File: config.mk
export PLATFORM = sky130hd
export DESIGN_NAME = qpi_mi_arbiter_flat
export DESIGN_NICKNAME = d
export VERILOG_FILES = /design/src/rtl/qpi_mi_arbiter_if.sv /design/src/rtl/qpi_mi_arbiter.sv /design/src/flat_wrapper.sv
export SDC_FILE = /design/constraint.sdc
export NUM_CORES = 1
export LEC_CHECK = 0
export BUFFER_PORTS_ARGS = -buffer_cell sky130_fd_sc_hd__buf_2
export CORE_AREA = 2 2 108 110
export DETAILED_ROUTE_END_ITERATION = 16
export DIE_AREA = 0 0 110 112
export GPL_ROUTABILITY_DRIVEN = 0
export GPL_TIMING_DRIVEN = 0
export HOLD_SLACK_MARGIN = 0.15
export MAX_ROUTING_LAYER = met4
export PLACE_DENSITY = 0.59
export SLEW_MARGIN = 20
export SYNTH_ARGS = -nofsm -noshare
export SYNTH_HDL_FRONTEND = slang
export SYNTH_SLANG_ARGS = --single-unit
File: constraint.sdc
create_clock -name clk -period 1.1 [get_ports clk]
set_input_delay 0.165 -clock clk [delete_from_list [all_inputs] [get_ports clk]]
set_output_delay 0.165 -clock clk [all_outputs]
set_load 0.05 [all_outputs]
File: src/rtl/qpi_mi_arbiter_if.sv
// Bus bundles for qpi_mi_arbiter: the upstream per-port request/data bus
// (vectors flattened, port i in slice i) and the downstream mi_* controller bus.
interface qpi_mi_up_if #(
  parameter int N_PORTS    = 2,
  parameter int N_CS       = 2,
  parameter int ADDR_WIDTH = 24,
  parameter int LEN_WIDTH  = 7,
  parameter int DATA_WIDTH = 32
);
  logic [N_PORTS*N_CS-1:0]       u_addr_cs;
  logic [N_PORTS*ADDR_WIDTH-1:0] u_addr;
  logic [N_PORTS*LEN_WIDTH-1:0]  u_len;
  logic [N_PORTS-1:0]            u_rw;
  logic [N_PORTS-1:0]            u_valid;
  logic [N_PORTS-1:0]            u_ready;
  logic [N_PORTS*DATA_WIDTH-1:0] u_wdata;
  logic [N_PORTS-1:0]            u_wack;
  logic [N_PORTS-1:0]            u_wlast;
  logic [DATA_WIDTH-1:0]         u_rdata;
  logic [N_PORTS-1:0]            u_rstb;
  logic [N_PORTS-1:0]            u_rlast;

  modport master (
    output u_addr_cs, u_addr, u_len, u_rw, u_valid, u_wdata,
    input  u_ready, u_wack, u_wlast, u_rdata, u_rstb, u_rlast
  );

  modport slave (
    input  u_addr_cs, u_addr, u_len, u_rw, u_valid, u_wdata,
    output u_ready, u_wack, u_wlast, u_rdata, u_rstb, u_rlast
  );
endinterface

interface qpi_mi_dn_if #(
  parameter int N_CS       = 2,
  parameter int ADDR_WIDTH = 24,
  parameter int LEN_WIDTH  = 7,
  parameter int DATA_WIDTH = 32
);
  logic [N_CS-1:0]       mi_addr_cs;
  logic [ADDR_WIDTH-1:0] mi_addr;
  logic [LEN_WIDTH-1:0]  mi_len;
  logic                  mi_rw;
  logic                  mi_valid;
  logic                  mi_ready;
  logic [DATA_WIDTH-1:0] mi_wdata;
  logic                  mi_wack;
  logic                  mi_wlast;
  logic [DATA_WIDTH-1:0] mi_rdata;
  logic                  mi_rstb;
  logic                  mi_rlast;

  modport master (
    output mi_addr_cs, mi_addr, mi_len, mi_rw, mi_valid, mi_wdata,
    input  mi_ready, mi_wack, mi_wlast, mi_rdata, mi_rstb, mi_rlast
  );

  modport slave (
    input  mi_addr_cs, mi_addr, mi_len, mi_rw, mi_valid, mi_wdata,
    output mi_ready, mi_wack, mi_wlast, mi_rdata, mi_rstb, mi_rlast
  );
endinterface

File: src/rtl/qpi_mi_arbiter.sv
// Round-robin burst arbiter sharing one qpi_memctrl mi_* port among N_PORTS masters.
// Define QPI_MI_ARB_PRIO0_EN to give port 0 strict priority over the round-robin ports.
module qpi_mi_arbiter #(
  parameter int N_PORTS    = 2,
  parameter int N_CS       = 2,
  parameter int ADDR_WIDTH = 24,
  parameter int LEN_WIDTH  = 7,
  parameter int DATA_WIDTH = 32
) (
  input  logic        clk,
  input  logic        rst_n,
  qpi_mi_up_if.slave  up,
  qpi_mi_dn_if.master dn
);

  localparam int PW = (N_PORTS > 1) ? $clog2(N_PORTS) : 1;

  typedef enum logic [1:0] {
    IDLE,
    ISSUE,
    DATA
  } state_t;

  state_t        r_state;
  state_t        w_next_state;
  logic [PW-1:0] r_owner;
  logic          r_owner_rw;
  logic [PW-1:0] r_rr_ptr;
  logic [PW-1:0] w_winner;
  logic [PW-1:0] w_owner_inc;
  logic [PW-1:0] w_rr_next;
  logic          w_any_valid;
  logic          w_burst_done;

  assign w_any_valid  = |up.u_valid;
  assign w_burst_done = (r_state == DATA) &&
                        (r_owner_rw ? (dn.mi_rstb & dn.mi_rlast)
                                    : (dn.mi_wack & dn.mi_wlast));
  assign w_owner_inc  = (r_owner == PW'(N_PORTS - 1)) ? '0 : r_owner + PW'(1);

`ifdef QPI_MI_ARB_PRIO0_EN
  // Port 0 only ever wins through its priority path, so its bursts leave the pointer alone.
  assign w_rr_next = (r_owner == '0) ? r_rr_ptr : w_owner_inc;
`else
  assign w_rr_next = w_owner_inc;
`endif

  // Walk from the farthest port back to rr_ptr so the closest requester at/after it wins.
  always_comb begin : winner_sel
    int idx;
    w_winner = '0;
    idx      = 0;
    for (int k = N_PORTS - 1; k >= 0; k--) begin
      idx = int'(r_rr_ptr) + k;
      if (idx >= N_PORTS) idx = idx - N_PORTS;
      if (up.u_valid[PW'(idx)]) w_winner = PW'(idx);
    end
`ifdef QPI_MI_ARB_PRIO0_EN
    if (up.u_valid[0]) w_winner = '0;
`endif
  end

  always_ff @(posedge clk) begin
    if (!rst_n) begin
      r_state    <= IDLE;
      r_owner    <= '0;
      r_owner_rw <= 1'b0;
      r_rr_ptr   <= '0;
    end else begin
      r_state <= w_next_state;
      if ((r_state == IDLE) && w_any_valid) begin
        r_owner    <= w_winner;
        r_owner_rw <= up.u_rw[w_winner];
      end
      if (w_burst_done) r_rr_ptr <= w_rr_next;
    end
  end

  always_comb begin
    w_next_state = r_state;
    case (r_state)
      IDLE:    if (w_any_valid) w_next_state = ISSUE;
      ISSUE:   if (dn.mi_ready) w_next_state = DATA;
      DATA:    if (w_burst_done) w_next_state = IDLE;
      default: w_next_state = IDLE;
    endcase
  end

  // Request fields and write data always follow the current owner's slice.
  always_comb begin
    dn.mi_addr_cs = up.u_addr_cs[0 +: N_CS];
    dn.mi_addr    = up.u_addr[0 +: ADDR_WIDTH];
    dn.mi_len     = up.u_len[0 +: LEN_WIDTH];
    dn.mi_rw      = up.u_rw[0];
    dn.mi_wdata   = up.u_wdata[0 +: DATA_WIDTH];
    for (int p = 1; p < N_PORTS; p++) begin
      if (r_owner == PW'(p)) begin
        dn.mi_addr_cs = up.u_addr_cs[p*N_CS +: N_CS];
        dn.mi_addr    = up.u_addr[p*ADDR_WIDTH +: ADDR_WIDTH];
        dn.mi_len     = up.u_len[p*LEN_WIDTH +: LEN_WIDTH];
        dn.mi_rw      = up.u_rw[p];
        dn.mi_wdata   = up.u_wdata[p*DATA_WIDTH +: DATA_WIDTH];
      end
    end
  end

  // Strobes of the type that does not match the burst direction are dropped here.
  always_comb begin
    dn.mi_valid = 1'b0;
    up.u_ready  = '0;
    up.u_wack   = '0;
    up.u_wlast  = '0;
    up.u_rstb   = '0;
    up.u_rlast  = '0;
    up.u_rdata  = dn.mi_rdata;
    case (r_state)
      ISSUE: begin
        dn.mi_valid         = 1'b1;
        up.u_ready[r_owner] = dn.mi_ready;
      end
      DATA: begin
        if (r_owner_rw) begin
          up.u_rstb[r_owner]  = dn.mi_rstb;
          up.u_rlast[r_owner] = dn.mi_rlast;
        end else begin
          up.u_wack[r_owner]  = dn.mi_wack;
          up.u_wlast[r_owner] = dn.mi_wlast;
        end
      end
      default: ;
    endcase
  end

endmodule

File: src/flat_wrapper.sv
// flat-port wrapper written by rule: the top's interface ports become plain ports
module qpi_mi_arbiter_flat 
#(
  parameter int N_PORTS    = 2,
  parameter int N_CS       = 2,
  parameter int ADDR_WIDTH = 24,
  parameter int LEN_WIDTH  = 7,
  parameter int DATA_WIDTH = 32
)
  (clk, rst_n, up_u_addr_cs, up_u_addr, up_u_len, up_u_rw, up_u_valid, up_u_wdata, up_u_ready, up_u_wack, up_u_wlast, up_u_rdata, up_u_rstb, up_u_rlast, dn_mi_addr_cs, dn_mi_addr, dn_mi_len, dn_mi_rw, dn_mi_valid, dn_mi_wdata, dn_mi_ready, dn_mi_wack, dn_mi_wlast, dn_mi_rdata, dn_mi_rstb, dn_mi_rlast);
  qpi_mi_up_if #(.N_PORTS(N_PORTS), .N_CS(N_CS), .ADDR_WIDTH(ADDR_WIDTH), .LEN_WIDTH(LEN_WIDTH), .DATA_WIDTH(DATA_WIDTH)) up_i ();
  qpi_mi_dn_if #(.N_CS(N_CS), .ADDR_WIDTH(ADDR_WIDTH), .LEN_WIDTH(LEN_WIDTH), .DATA_WIDTH(DATA_WIDTH)) dn_i ();
  input  logic clk;
  input  logic rst_n;
  input wire logic [$bits(up_i.u_addr_cs)-1:0] up_u_addr_cs;
  input wire logic [$bits(up_i.u_addr)-1:0] up_u_addr;
  input wire logic [$bits(up_i.u_len)-1:0] up_u_len;
  input wire logic [$bits(up_i.u_rw)-1:0] up_u_rw;
  input wire logic [$bits(up_i.u_valid)-1:0] up_u_valid;
  input wire logic [$bits(up_i.u_wdata)-1:0] up_u_wdata;
  output wire logic [$bits(up_i.u_ready)-1:0] up_u_ready;
  output wire logic [$bits(up_i.u_wack)-1:0] up_u_wack;
  output wire logic [$bits(up_i.u_wlast)-1:0] up_u_wlast;
  output wire logic [$bits(up_i.u_rdata)-1:0] up_u_rdata;
  output wire logic [$bits(up_i.u_rstb)-1:0] up_u_rstb;
  output wire logic [$bits(up_i.u_rlast)-1:0] up_u_rlast;
  output wire logic [$bits(dn_i.mi_addr_cs)-1:0] dn_mi_addr_cs;
  output wire logic [$bits(dn_i.mi_addr)-1:0] dn_mi_addr;
  output wire logic [$bits(dn_i.mi_len)-1:0] dn_mi_len;
  output wire logic [$bits(dn_i.mi_rw)-1:0] dn_mi_rw;
  output wire logic [$bits(dn_i.mi_valid)-1:0] dn_mi_valid;
  output wire logic [$bits(dn_i.mi_wdata)-1:0] dn_mi_wdata;
  input wire logic [$bits(dn_i.mi_ready)-1:0] dn_mi_ready;
  input wire logic [$bits(dn_i.mi_wack)-1:0] dn_mi_wack;
  input wire logic [$bits(dn_i.mi_wlast)-1:0] dn_mi_wlast;
  input wire logic [$bits(dn_i.mi_rdata)-1:0] dn_mi_rdata;
  input wire logic [$bits(dn_i.mi_rstb)-1:0] dn_mi_rstb;
  input wire logic [$bits(dn_i.mi_rlast)-1:0] dn_mi_rlast;
  assign up_i.u_addr_cs = up_u_addr_cs;
  assign up_i.u_addr = up_u_addr;
  assign up_i.u_len = up_u_len;
  assign up_i.u_rw = up_u_rw;
  assign up_i.u_valid = up_u_valid;
  assign up_i.u_wdata = up_u_wdata;
  assign up_u_ready = up_i.u_ready;
  assign up_u_wack = up_i.u_wack;
  assign up_u_wlast = up_i.u_wlast;
  assign up_u_rdata = up_i.u_rdata;
  assign up_u_rstb = up_i.u_rstb;
  assign up_u_rlast = up_i.u_rlast;
  assign dn_mi_addr_cs = dn_i.mi_addr_cs;
  assign dn_mi_addr = dn_i.mi_addr;
  assign dn_mi_len = dn_i.mi_len;
  assign dn_mi_rw = dn_i.mi_rw;
  assign dn_mi_valid = dn_i.mi_valid;
  assign dn_mi_wdata = dn_i.mi_wdata;
  assign dn_i.mi_ready = dn_mi_ready;
  assign dn_i.mi_wack = dn_mi_wack;
  assign dn_i.mi_wlast = dn_mi_wlast;
  assign dn_i.mi_rdata = dn_mi_rdata;
  assign dn_i.mi_rstb = dn_mi_rstb;
  assign dn_i.mi_rlast = dn_mi_rlast;
  qpi_mi_arbiter #(.N_PORTS(N_PORTS), .N_CS(N_CS), .ADDR_WIDTH(ADDR_WIDTH), .LEN_WIDTH(LEN_WIDTH), .DATA_WIDTH(DATA_WIDTH)) u_core (.clk(clk), .rst_n(rst_n), .up(up_i), .dn(dn_i));
endmodule
## Word level (Yosys, flattened, before mapping)

Cells that the tools add are included.

- Input port bits: 173
- Bits in registers: 5

- $lt $le $gt $ge: 7
- Reductions and logical operators: 6
- Mux-type cells: 33
- Bitwise gates (word level): 7
- Add/sub/neg operators: 4
- Equality and inequality tests: 5

Operators by type and width:

| operator | count |
|---|---|
| 2-to-1 mux 32 bit | 1 |
| 2-to-1 mux 2 bit | 13 |
| 2-to-1 mux 24 bit | 1 |
| 2-to-1 mux 1 bit | 15 |
| bitwise AND 2 bit | 5 |
| 2-to-1 mux 7 bit | 1 |
| less-than comparator 1 x 3 -> 1 bit (second input constant) | 2 |
| one-hot mux 2 bit (3 select lines) | 1 |
| less-than comparator 1 x 2 -> 1 bit (second input constant) | 2 |
| inequality test 2 x 1 -> 1 bit (second input constant) | 2 |
| logical AND 1 bit | 3 |
| AND reduction 3 bit | 1 |
| adder 1 x 1 -> 2 bit (second input constant) | 1 |
| bitwise AND 1 bit | 2 |
| equality test 2 x 1 -> 1 bit (second input constant) | 1 |
| equality test 2 bit (second input constant) | 1 |
| greater-or-equal comparator 1 x 2 -> 1 bit (second input constant) | 1 |
| greater-or-equal comparator 2 bit (second input constant) | 1 |
| zero test 2 bit | 1 |
| inequality test 2 bit (second input constant) | 1 |
| OR reduction 2 bit | 1 |
| subtractor 1 bit (second input constant) | 2 |
| adder 1 bit (second input constant) | 1 |
| demux 1 bit (select 1 bit) | 1 |
| greater-or-equal comparator 1 bit (second input constant) | 1 |

## Logic depth before layout (Yosys ltp)

- Depth in word-level cells: 10
- Mapped depth: 4
- Depth with buffers taken out: 3

## Worst setup path before layout

Ideal clock, no wire load.

- Path kind: flip-flop to output port
- Start: reg u_core.r_state[0]
- End: out up_u_ready[0]
- Path slack: -1029 ps
- Data arrival time: 1964 ps
- Data required time: 935 ps
- Cell stages (with the launch flop): 4
- Path through: dfxtp_1 -> nor2b_1 -> nand2_1 -> nor2_1

- Word-level cells in the longest chain between the ends: 2

Ends and longest elaborated chain:

| element | RTL line | RTL |
|---|---|---|
| from (decl) | qpi_mi_arbiter.sv:24 | `state_t r_state;` |
| from (signal assigned) | qpi_mi_arbiter.sv:70 | `r_state <= w_next_state;` |
| equality test 2 x 1 -> 1 bit | qpi_mi_arbiter.sv:116 | `case (r_state)` |
| 2-to-1 mux 2 bit | qpi_mi_arbiter.sv:116 |  |
| to (decl) | flat_wrapper.sv:21 | `output wire logic [$bits(up_i.u_ready)-1:0] up_u_ready;` |

No other way between the ends.

## Worst setup path in the final report

- Start: reg u_core.r_owner
- End: out dn_mi_wdata[5]

- Word-level cells in the longest chain between the ends: 1

Ends and longest elaborated chain:

| element | RTL line | RTL |
|---|---|---|
| from (decl) | qpi_mi_arbiter.sv:26 | `logic [PW-1:0] r_owner;` |
| from (signal assigned) | qpi_mi_arbiter.sv:72 | `r_owner <= w_winner;` |
| 2-to-1 mux 32 bit | qpi_mi_arbiter.sv:97 | `if (r_owner == PW'(p)) begin` |
| to (decl) | flat_wrapper.sv:32 | `output wire logic [$bits(dn_i.mi_wdata)-1:0] dn_mi_wdata;` |

No other way between the ends.

==> qor.yml <==
outcome: "finished with violations"
violations: "negative setup slack"
drt_iter0_drc: 26
area_delta_synth_final_pct: 186.5
cts_buffer_depth: 2
fin_nets: 585
critical_path.slowest_cell: "dfxtp_4"
synth_top_area_share_pct: 53.51
seq_power_share_pct: 8.0
die_w_um: 110
syn_nets: 323
arrival_ns: 1.36
vias: 2094
switching_share_pct: 44.63
drive_gt1_share_pct: 94.16
fp-row-count: 39
cp_max_fo: 10
worst_slack_ns: -0.4244
pre_cts_slack_ns: -0.2727
fmax_ghz: 0.6560
slowest_delay_ns: 0.36
crit_family: "buffers and inverters"
p_comb_share_pct: 69.7
power_leakage_nw: 2.049
grt_start_max_net_pins: 11
antenna_left: 0
netlist_instances: 150
intPower_mw: 1.468
yosysTopAreaCell: "mux2_2"
antenna_found_initial: 0
start_util_pct: 12.43
hold_buffers: 0
endpoint_kind: "primary output"
timing.final.crit_period_ns: 1.524
p_sw_mw: 1.183
insertion_delay_ns: 0.22
crit_chain: "buf_12 -> buf_12 -> mux2_4 -> buf_6"
start_kind: "flip-flop"
holdWs_ns: 0.2198
finalSetupViolations: 77
n_antenna_cell: 0
cts_made_buffers: 3
skew_ns: 0.0004311
wl_um: 7503
io_pins: 282
max_slew_margin_pct: 82.65
ys_types: 23
hold_path_class: "primary input to flip-flop"
cp.required_ns: 0.94
numPortBuffers: 249
cts_tree: "yes"
overflow: 0
max-cap-violations: 0
hpwlAfterDp_um: 6274
worstMarginPinSlew_ns: 0.2621
yosys-top-cells-area: "mux2_2 54%, buf_4 17%, dfxtp_1 7.2%, buf_6 5.7%, nor2_1 3.0%"
power.density_nw_per_um2: 666.3
firstDrtPassIters: 4
grt_usage_pct: 10.45
final_cell_mix: "172 x buf_2, 69 x buf_6, 66 x mux2_4, 34 x buf_4, 11 x buf_8"
syn_area_per_cell_um2: 9.259
clock_power_share_pct: 22.3
die_h_um: 112
htreeDepth: 1
period_share_pct: 138.6
ir_worst_vdd_uv: 776.6
finalHoldViolCount: 0
first_global_vias: 2049
dieArea_um2: 12320
ys_seq_area_share_pct: 7.207
criticalPathCategory: "flip-flop to primary output"
vias_per_cell: 3.780
ys_seq_elements: 5
clk_pin_slew_worst_paths_ns: 0.03
cp_common_cell: "buf_12"
rsz0062_at_grt: "true"
grt_pass1_wl_um: 9798
post_drt_wl_per_cell_um: 13.54
final_common_cell: "buf_2"
drc: 0
slew_viol_final: 0
syn_area_um2: 1389
root_buffer: "clkbuf_16"
cp.buffers_inverters: 3
core_area_um2: 11170
yosys_warnings: 0
nFillCells: 1102
numClockSinks: 5
[power by group through the flow]
stage | logic (mW) | registers, mW | clock network, mW
CTS | 1.84 | 0.213 | 0.607
finish | 1.85 | 0.211 | 0.591
floorplan | 1.17 | 0.208 | 0
global placement | 1.59 | 0.215 | 0
detailed placement | 1.61 | 0.214 | 0
global route | 1.93 | 0.214 | 0.621
[metrics by stage]
stage	area (um^2)	utilization, %	power (mW)	instances	TNS, ns
3_3_place_gp	3186	28.51	1.809	542	-18.61
3_5_place_dp	3186	28.51	1.824	542	-19.08
5_1_grt	3979	35.61	2.764	554	-33.33
6_report	3979	35.61	2.651	554	-30.57
2_1_floorplan	1760	-	1.374	150	-5.152
4_1_cts	3850	34.45	2.660	550	-30.91
[sequential cells by signal, indices dropped and copies added (netlist names)]
signal and count:
u_core.r_owner 1, u_core.r_owner_rw 1, u_core.r_rr_ptr 1, u_core.r_state 2
[worst reg2reg max path, cell delays in order (launching register included)]
cell	delay, ns
dfxtp_2	0.32
and2b_4	0.31
nand2_8	0.10
buf_6	0.13
o221a_1	0.23
[timing repair]
action                                  in CTS  in global routing
pin swaps                                    1                  2
endpoints found under the setup margin      78                 80
hold endpoints to repair                     0                  0
resized for setup                          172                 13
buffers inserted                             4                  1
gates cloned                                 0                  3
[path summary, 6_finish.rpt]
| kind | start | endpoint | slack, ns | depth (start not counted) |
|---|---|---|---|---|
| setup / recovery | u_core.r_owner | dn_mi_wdata[5] | -0.42 | 4 |
| hold / removal | rst_n | u_core.r_rr_ptr | 0.22 | 2 |
| setup reg to reg | u_core.r_state[0] | u_core.r_rr_ptr | -0.10 | 4 |
| hold reg to reg | u_core.r_rr_ptr | u_core.r_owner | 0.50 | 2 |
[routing by layer]
| layer | global-route usage (%) | vias to the layer above | share of wire, % |
|---|---|---|---|
| met5 | - | - | 0 |
| met4 | 1.772 | 0 | 0.59 |
| met3 | 1.112 | 6 | 7.9 |
| met2 | 19.84 | 121 | 53 |
| met1 | 11.60 | 949 | 38 |
| li1 | - | 1018 | - |
[cells by family after synthesis]
logic type / after synthesis / share of synthesized area, %
compound gates: 8 / 4.324
mux: 67 / 54.23
buf+inv: 42 / 24.59
simple gates: 28 / 9.641
flops: 5 / 7.207
[cells in the mapped netlist (all sizes together)]
library cell / number
o221a: 1
nor2: 11
inv: 2
a21bo: 1
nand3b: 1
buf: 40
a21oi: 3
a311oi: 1
or2: 1
mux2i: 1
a21boi: 1
mux2: 66
nand2b: 3
dfxtp: 5
and2b: 1
a22oi: 1
nand2: 5
nand3: 3
and2: 1
nor2b: 1
and3: 1
[final cells by class]
class / instances / area (um^2) / share of cell area [%]
Buffer: 40 / 400.4 / 10.06
Inverter: 2 / 7.507 / 0.1887
Tap cell: 143 / 178.9 / 4.497
Sequential cell: 5 / 110.1 / 2.767
Timing Repair Buffer: 257 / 1893 / 47.58
Clock buffer: 4 / 78.83 / 1.981
Multi-Input combinational cell: 103 / 1310 / 32.92
Note: power is estimated with default switching activity, not from simulation.
